<file path="config.mk">
export PLATFORM = sky130hd
export DESIGN_NAME = cv32e40x_data_obi_arbiter
export DESIGN_NICKNAME = d
export VERILOG_FILES = /design/src/rtl/cv32e40x_data_obi_arbiter.sv
export SDC_FILE = /design/constraint.sdc
export NUM_CORES = 1
export LEC_CHECK = 0
export BUFFER_PORTS_ARGS = -buffer_cell sky130_fd_sc_hd__clkbuf_2
export CAP_MARGIN = 25
export CELL_PAD_IN_SITES_DETAIL_PLACEMENT = 1
export CELL_PAD_IN_SITES_GLOBAL_PLACEMENT = 1
export CORE_AREA = 2 2 124 126
export CTS_CLUSTER_DIAMETER = 150
export CTS_CLUSTER_SIZE = 8
export DETAILED_ROUTE_END_ITERATION = 8
export DIE_AREA = 0 0 126 128
export PLACE_DENSITY = 0.72
export SLEW_MARGIN = 5
export SYNTH_ARGS = -nofsm -noshare
export SYNTH_HDL_FRONTEND = slang
export SYNTH_SLANG_ARGS = --single-unit
</file>
<file path="constraint.sdc">
create_clock -name clk -period 1.7 [get_ports clk]
set_input_delay 0.34 -clock clk [delete_from_list [all_inputs] [get_ports clk]]
set_output_delay 0.34 -clock clk [all_outputs]
set_load 0.01 [all_outputs]
</file>
<file path="src/rtl/cv32e40x_data_obi_arbiter.sv">
// cv32e40x_data_obi_arbiter
// Shares the data-side OBI transaction interface between port 0 (LSU) and
// port 1 (secondary data requester). The A-phase selection is locked while
// the adapter stalls. The number of in-flight transactions is capped. A small
// in-order ID FIFO remembers which port issued each outstanding transaction,
// so each R-phase response is returned to that port.
// Optional feature: define CV32E40X_DATA_ARB_RR_EN for round-robin tie
// breaking. Without it, port 0 always wins a tie.
// Handshake rule: a transfer happens in the cycle where valid and ready are
// both high; a requester holds valid and payload stable until it sees ready,
// and response consumers are always ready.

package cv32e40x_data_obi_arbiter_pkg;
    typedef struct packed {
        logic [31:0] addr;
        logic        we;
        logic [3:0]  be;
        logic [31:0] wdata;
    } obi_data_req_t;

    typedef struct packed {
        logic [31:0] rdata;
        logic        err;
    } obi_data_resp_t;
endpackage

module cv32e40x_data_obi_arbiter
    import cv32e40x_data_obi_arbiter_pkg::*;
#(
    parameter int unsigned MAX_OUTSTANDING = 2,
    localparam int unsigned CNT_W = $clog2(MAX_OUTSTANDING + 1),
    localparam int unsigned PTR_W = (MAX_OUTSTANDING > 1) ? $clog2(MAX_OUTSTANDING) : 1
) (
    input  logic                 clk,
    input  logic                 rst_n,
    input  logic                 p0_trans_valid_i,
    output logic                 p0_trans_ready_o,
    input  obi_data_req_t        p0_trans_i,
    output logic                 p0_resp_valid_o,
    output obi_data_resp_t       p0_resp_o,
    input  logic                 p1_trans_valid_i,
    output logic                 p1_trans_ready_o,
    input  obi_data_req_t        p1_trans_i,
    output logic                 p1_resp_valid_o,
    output obi_data_resp_t       p1_resp_o,
    output logic                 m_trans_valid_o,
    input  logic                 m_trans_ready_i,
    output obi_data_req_t        m_trans_o,
    input  logic                 m_resp_valid_i,
    input  obi_data_resp_t       m_resp_i,
    output logic [CNT_W-1:0]     outstanding_cnt_o,
    output logic                 busy_o,
    output logic                 dbg_locked_o      // FSM state: 1 = LOCKED
);

    typedef enum logic {IDLE = 1'b0, LOCKED = 1'b1} state_e;

    state_e                     state_q;
    logic                       sel_q;
    logic [CNT_W-1:0]           cnt_q, cnt_d;
    logic [PTR_W-1:0]           wptr_q, wptr_d;
    logic [PTR_W-1:0]           rptr_q, rptr_d;
    logic [MAX_OUTSTANDING-1:0] id_fifo_q;

    logic slot_free;
    logic can_issue;
    logic tie_sel;
    logic sel;
    logic req_valid;
    logic m_hs;
    logic pop;
    logic head_id;

    function automatic logic [PTR_W-1:0] ptr_inc(input logic [PTR_W-1:0] p);
        if (p == PTR_W'(MAX_OUTSTANDING - 1)) begin
            return '0;
        end
        return p + 1'b1;
    endfunction

    // A slot only frees up after the response has been counted, never in the
    // same cycle, so eligibility looks at the registered count alone.
    assign slot_free = (cnt_q < CNT_W'(MAX_OUTSTANDING));
    // A locked A-phase was already admitted, so it is never blocked again.
    assign can_issue = (state_q == LOCKED) || slot_free;

`ifdef CV32E40X_DATA_ARB_RR_EN
    logic last_grant_q;
    assign tie_sel = ~last_grant_q;
`else
    assign tie_sel = 1'b0;
`endif

    // Port selection: the locked port first, then a lone requester, then the tie rule
    always_comb begin
        sel = 1'b0;
        if (state_q == LOCKED) begin
            sel = sel_q;
        end else if (p0_trans_valid_i && p1_trans_valid_i) begin
            sel = tie_sel;
        end else if (p1_trans_valid_i) begin
            sel = 1'b1;
        end
    end

    assign req_valid        = can_issue && (sel ? p1_trans_valid_i : p0_trans_valid_i);
    assign m_trans_valid_o  = rst_n && req_valid;
    assign m_trans_o        = sel ? p1_trans_i : p0_trans_i;
    assign p0_trans_ready_o = rst_n && can_issue && !sel && m_trans_ready_i;
    assign p1_trans_ready_o = rst_n && can_issue &&  sel && m_trans_ready_i;

    assign m_hs    = m_trans_valid_o && m_trans_ready_i;
    // A response with nothing outstanding is dropped rather than popped.
    assign pop     = rst_n && m_resp_valid_i && (cnt_q != '0);
    assign head_id = id_fifo_q[rptr_q];

    assign cnt_d  = cnt_q + CNT_W'(m_hs) - CNT_W'(pop);
    assign wptr_d = m_hs ? ptr_inc(wptr_q) : wptr_q;
    assign rptr_d = pop  ? ptr_inc(rptr_q) : rptr_q;

    // Routing depends only on registered FIFO state and the response inputs.
    assign p0_resp_valid_o = pop && !head_id;
    assign p1_resp_valid_o = pop &&  head_id;
    assign p0_resp_o       = m_resp_i;
    assign p1_resp_o       = m_resp_i;

    assign outstanding_cnt_o = cnt_q;
    assign busy_o            = rst_n && ((cnt_q != '0) || (state_q == LOCKED));
    assign dbg_locked_o      = (state_q == LOCKED);

    // Lock FSM: freeze the selection while the adapter stalls the A-phase
    always_ff @(posedge clk) begin
        if (!rst_n) begin
            state_q <= IDLE;
            sel_q   <= 1'b0;
        end else begin
            case (state_q)
                IDLE: begin
                    if (m_trans_valid_o && !m_trans_ready_i) begin
                        state_q <= LOCKED;
                        sel_q   <= sel;
                    end
                end
                LOCKED: begin
                    if (m_hs) begin
                        state_q <= IDLE;
                    end
                end
                default: state_q <= IDLE;
            endcase
        end
    end

    // ID FIFO and outstanding counter: push on grant, pop on response
    always_ff @(posedge clk) begin
        if (!rst_n) begin
            cnt_q     <= '0;
            wptr_q    <= '0;
            rptr_q    <= '0;
            id_fifo_q <= '0;
        end else begin
            cnt_q  <= cnt_d;
            wptr_q <= wptr_d;
            rptr_q <= rptr_d;
            if (m_hs) begin
                id_fifo_q[wptr_q] <= sel;
            end
        end
    end

`ifdef CV32E40X_DATA_ARB_RR_EN
    // Round-robin history: remember the port of the latest accepted request
    always_ff @(posedge clk) begin
        if (!rst_n) begin
            last_grant_q <= 1'b1;
        end else if (m_hs) begin
            last_grant_q <= sel;
        end
    end
`endif

`ifndef SYNTHESIS
    // Flag an R-phase response that has no outstanding transaction to answer
    always_ff @(posedge clk) begin
        if (rst_n && m_resp_valid_i) begin
            assert (cnt_q != '0)
                else $warning("data_obi_arbiter: response received with no outstanding transaction");
        end
    end
`endif

endmodule
</file>
==> results of run 1 <==
[timing repair]
item / in CTS / in global routing
resized for setup: 17 / 16
buffers inserted: 4 / 1
setup endpoints to repair: 74 / 74
pin swaps: 4 / 1
[through the flow]
stage	setup slack, ns	std cells	area [µm²]	TNS, ns	power, W
finish	-0.2591	558	3259	-16.63	0.001691
global route	-0.3001	558	3259	-19.75	0.001797
CTS	-0.2706	558	3218	-17.65	0.001702
detailed placement	-0.1726	552	3037	-10.24	0.001243
global placement	-0.1528	552	3037	-8.677	0.001225
floorplan	0.008031	195	2074	0	0.0009551
[final cells by class]
| type | count | area [µm²] |
|---|---|---|
| Fill cell | 1794 | 11600 |
| Timing Repair Buffer | 247 | 1399 |
| Multi-Input combinational cell | 110 | 1375 |
| Tap cell | 188 | 235.2 |
| Sequential cell | 8 | 167.7 |
| Clock buffer | 3 | 75.07 |
| Inverter | 2 | 7.507 |
[layer usage]
layer  vias up  part of all wire, %  global-route usage, %
li1        952                    -                      -
met1       930                   39                  10.86
met2       165                   49                  16.73
met3        11                   11                  3.506
met4         0                  1.4                  2.521
met5         -                    0                      0
[final timing paths]
| kind | endpoint | cells after the start |
|---|---|---|
| min | flip-flop | 2 |
| max reg2reg | outstanding_cnt_o[1]$_SDFF_PN0_ | 9 |
| min reg2reg | id_fifo_q[1]$_SDFFE_PN0P_ | 2 |
| max | m_trans_o[47] | 6 |
[cells by family (layout without fill, tap and decap cells)]
| kind of cell | after synthesis | in the layout | share of synthesized area, % |
|---|---|---|---|
| multiplexers | 74 | 74 | 52.06 |
| XOR/XNOR | 3 | 3 | 1.273 |
| AO/OA/AOI/OAI | 8 | 8 | 2.788 |
| AND/OR/NAND/NOR | 23 | 23 | 5.999 |
| adder cells (fa/ha/maj) | 2 | 2 | 1.212 |
| buffers and inverters | 77 | 252 | 28.91 |
| flip-flops | 8 | 8 | 7.757 |
[critical path: stages (launching register included)]
cell and delay, ns:
dfxtp_4 0.35, nor3b_4 0.21, a21oi_4 0.06, buf_12 0.15
buf_4 0.17, mux2_4 0.29, clkbuf_2 0.13
[power breakdown]
part	total, W	internal, W	switching [W]	leakage, nW
logic	0.00105	0.000635	0.000418	1.84
clock network	0.000402	0.000304	0.0000984	0.0370
registers	0.000236	0.000211	0.0000250	0.0668
[cell usage in the layout, fill, tap and decap left out, drive strengths merged, types with 2 or more instances in the layout]
master  instances
a21oi           4
and2            4
and3            2
buf            33
clkbuf        217
dfxtp           8
ha              2
inv             2
mux2           69
mux2i           5
nand2           6
nor2            4
nor2b           2
o21ai           2
xnor2           3
==> flow_summary.toml, run 1 <==
[grt]
antenna_found_initial = 0
grt_max_degree = 13
grt_pass1_wl_um = 11850
overflow = 0
first_global_vias = 2200
gr-usage-all-layers_pct = 9.504

[synthesis]
ys_top_cells_by_area = "mux2_4, buf_4, dfxtp_1, buf_6, mux2i_1"
yosys_warnings = 0
syn-num-nets = 374
synth_seq_area_share_pct = 7.758
async_flop_share_pct = 0
avgSynthCellArea_um2 = 10.59
synth_cells = 195
synth_seq_cells = 8
synthFlopType = "dfxtp_1"
synth_top_cell_area_share_pct = 48.00
synth_edf_count = 0
synthTopCellsByCount = "buf_4, mux2_4, buf_6, dfxtp_1, nand2_1"
synth_top_area_cell = "mux2_4"
synth_cell_types = 25
syn_area_um2 = 2064

[setup_path]
crit_required_ns = 1.36
worstSetupEndpointType = "primary output"
startpoint_type = "flip-flop"
criticalPathCategory = "flip-flop to primary output"
cp.arrival_ns = 1.62
r2r_setup_slack_ns = -0.05
path_max_fanout = 11

[route]
ant_nets = 0
vias_per_cell = 3.688
drtPass1Iterations = 2
wire_per_inst_um = 14.97
vias = 2058
wirelength_um = 8352
drc = 0
drt_iter0_drc = 14

[die]
fp.dieH_um = 128
io_pins = 321
start_util_pct = 13.89
die_w_um = 126
core_region_area_um2 = 14860
die-area_um2 = 16130
rows = 45

[finish]
insertedDiodeCount = 0
utilization_pct = 21.93
area_delta_synth_final_pct = 57.88
layout.nets = 551
drive_gt1_share_pct = 89.19

[run_status]
violations = "negative setup slack"
outcome = "finished with violations"

[clock_tree]
ctsHoldBuffers = 0
cts_made_buffers = 3
cts_htree_levels = 1
clkSinkCount = 8
root_buffer = "clkbuf_16"
clock_path_buffers = 2
clk_pin_slew_worst_paths_ns = 0.04
insertion_delay_ns = 0.23
cts_tree = "yes"

[sta]
setup_viol = 74
rsz0062_at_grt = "true"
period_share_pct = 115.2
drv_slew = 0
layout_setup_ws_ns = -0.2591
worst_pin_slew_ns = 0.2676
finalHoldViolations = 0
min_period_ns = 1.959
fmax_ghz = 0.5104
finalClockSkew_ns = 0.001163
relSlewSlack_pct = 82.02
hold_slack_ns = 0.3349

[placed_design]
io_buffers = 221
gp_congestion = 0.7507
hpwl_um = 7769

[job]
drv_cap = 0

[power]
pwr_density_cell_nw_per_um2 = 518.8
peakVddDrop_mv = 0.4166
total_leakage_power_nw = 1.940

[hold_path]
hold_path_class = "input pin to flip-flop"
hp-start = "m_trans_ready_i"
Note: power is estimated with default switching activity, not from simulation.
==> run 2, diff against run 1 <==
--- a/config.mk
+++ b/config.mk
@@ -10,6 +10,7 @@
 export CELL_PAD_IN_SITES_DETAIL_PLACEMENT = 1
 export CELL_PAD_IN_SITES_GLOBAL_PLACEMENT = 1
 export CORE_AREA = 2 2 124 126
+export CTS_BUF_LIST = sky130_fd_sc_hd__clkbuf_8
 export CTS_CLUSTER_DIAMETER = 150
 export CTS_CLUSTER_SIZE = 8
 export DETAILED_ROUTE_END_ITERATION = 8
==> run 2 against run 1 <==
  * The flow still finishes with violations (negative setup slack)
  * First-iteration DRC count is 43% higher
  * Worst hold slack better by 0.0010 ns
  * Highest routed layer unchanged
  * Global-route usage hardly changed
  * Core utilization is 0.23 points lower
  * Non-clock buffer count stayed put
==> flow_summary.toml, run 2 (synthesis gave the netlist of run 1 again) <==
[hold_path]
hold_path_class = "input pin to flip-flop"
hp-start = "m_trans_ready_i"
hold_depth = 2

[grt]
first_global_vias = 2195
grt_pass1_wl_um = 11850
grt_max_degree = 13
gr-usage-all-layers_pct = 9.478
antenna_found_initial = 0
overflow = 0

[power]
peakVddDrop_mv = 0.3039
p_sw_w = 0.0005213
swShare_pct = 34.27
combPwrFrac_pct = 69.2
seqPwrFrac_pct = 15.5
cellInternalPower_w = 0.0009996
power.total_w = 0.001521
clockPowerShare_pct = 15.3
pwr_density_cell_nw_per_um2 = 471.5
total_leakage_power_nw = 1.924

[clock_tree]
insertion_delay_ns = 0.23
cts_htree_levels = 1
clock_path_buffers = 2
cts_made_buffers = 3
root_buffer = "clkbuf_8"
clkSinkCount = 8
ctsHoldBuffers = 0
cts_tree = "yes"
clk_pin_slew_worst_paths_ns = 0.04

[sta]
worst_pin_slew_ns = 0.2791
layout_setup_ws_ns = -0.2574
period_share_pct = 115.1
rsz0062_at_grt = "true"
finalClockSkew_ns = 0.0006996
fmax_ghz = 0.5109
setup_viol = 73
relSlewSlack_pct = 81.25
drv_slew = 0
finalHoldViolations = 0
min_period_ns = 1.957

[setup_path]
cp.arrival_ns = 1.62
startpoint_type = "flip-flop"
path_buf_inv = 3
reg2reg_depth = 9
cpPeakStageDelay_ns = 0.36
criticalPathCategory = "flip-flop to primary output"
worst_r2r_endpoint = "outstanding_cnt_o[1]$_SDFF_PN0_"
cp_top_family = "buffers and inverters"
worstSetupEndpointType = "primary output"
path_max_fanout = 11
crit_required_ns = 1.36
slowest_stage = "dfxtp_4"
r2r_setup_slack_ns = -0.06
crit_chain = "nor3b_4, a21oi_4, buf_12, buf_4, mux2_4, clkbuf_2"

[die]
core_region_area_um2 = 14860
start_util_pct = 13.89
die-area_um2 = 16130
die_w_um = 126
fp.dieH_um = 128
rows = 45
io_pins = 321

[finish]
drive_gt1_share_pct = 89.19
area_delta_synth_final_pct = 56.24
layout.nets = 551
final_common_cell = "clkbuf_2"
final_cell_mix = "clkbuf_2, mux2_4, buf_4"
insertedDiodeCount = 0
utilization_pct = 21.70

[run_status]
outcome = "finished with violations"
violations = "negative setup slack"

[route]
vias = 2067
drtPass1Iterations = 2
drc = 0
drt_iter0_drc = 20
wirelength_um = 8342
wire_per_inst_um = 14.95
ant_nets = 0
vias_per_cell = 3.704

[placed_design]
io_buffers = 221
hpwl_um = 7769
gp_congestion = 0.7507

[job]
drv_cap = 0
-- run 2: how the worst max path moves through the flow --
stage,end,slack (ns),cells after the start
global placement,m_trans_o[39],-0.15,7
global route,m_trans_o[53],-0.31,6
detailed placement,m_trans_o[39],-0.17,7
finish,m_trans_o[47],-0.26,6
CTS,m_trans_o[47],-0.27,6
floorplan,outstanding_cnt_o[1]$_SDFF_PN0_,0.008,9
-- run 2: per-layer routing --
| layer | part of all wire, % | wire (µm) | global-route usage (%) | vias to the layer above |
|---|---|---|---|---|
| met5 | 0 | 0 | 0 | - |
| li1 | - | - | - | 953 |
| met4 | 1.1 | 93 | 2.133 | 0 |
| met1 | 39 | 3227 | 10.92 | 940 |
| met2 | 49 | 4070 | 16.67 | 164 |
| met3 | 11 | 951 | 3.631 | 10 |
-- run 2: power by group through the flow --
stage	combinational, W	sequential [W]	clock, W
3_3_place_gp	0.000988	0.000237	0
6_report	0.00105	0.000236	0.000232
5_1_grt	0.00113	0.000239	0.000262
2_1_floorplan	0.000717	0.000238	0
4_1_cts	0.00105	0.000236	0.000241
3_5_place_dp	0.00101	0.000237	0
-- run 2: area by class of cell --
type | instances | area (µm²)
fillers | 1798 | 11640
inverters | 2 | 7.507
repair buffers | 247 | 1399
well taps | 188 | 235.2
flip-flops and latches | 8 | 167.7
clock buffers | 3 | 41.29
multi-input cells | 110 | 1375
-- run 2: timing repair --
item | CTS | global route
gates cloned | 0 | 0
gates resized for setup | 17 | 16
endpoints found under the setup margin | 74 | 74
pin swaps | 4 | 0
hold endpoints to repair | 0 | 0
setup buffers | 4 | 1
-- run 2: metrics by stage --
step	cell area [µm²]	setup slack, ns	hold slack (ns)	setup TNS [ns]	cells
finish	3226	-0.2574	0.3359	-16.49	558
global route	3226	-0.3118	0.3351	-20.58	558
CTS	3184	-0.2708	0.3192	-17.67	558
detailed placement	3037	-0.1726	0.4554	-10.24	552
global placement	3037	-0.1528	0.4567	-8.677	552
floorplan	2074	0.008031	0.4226	0	195
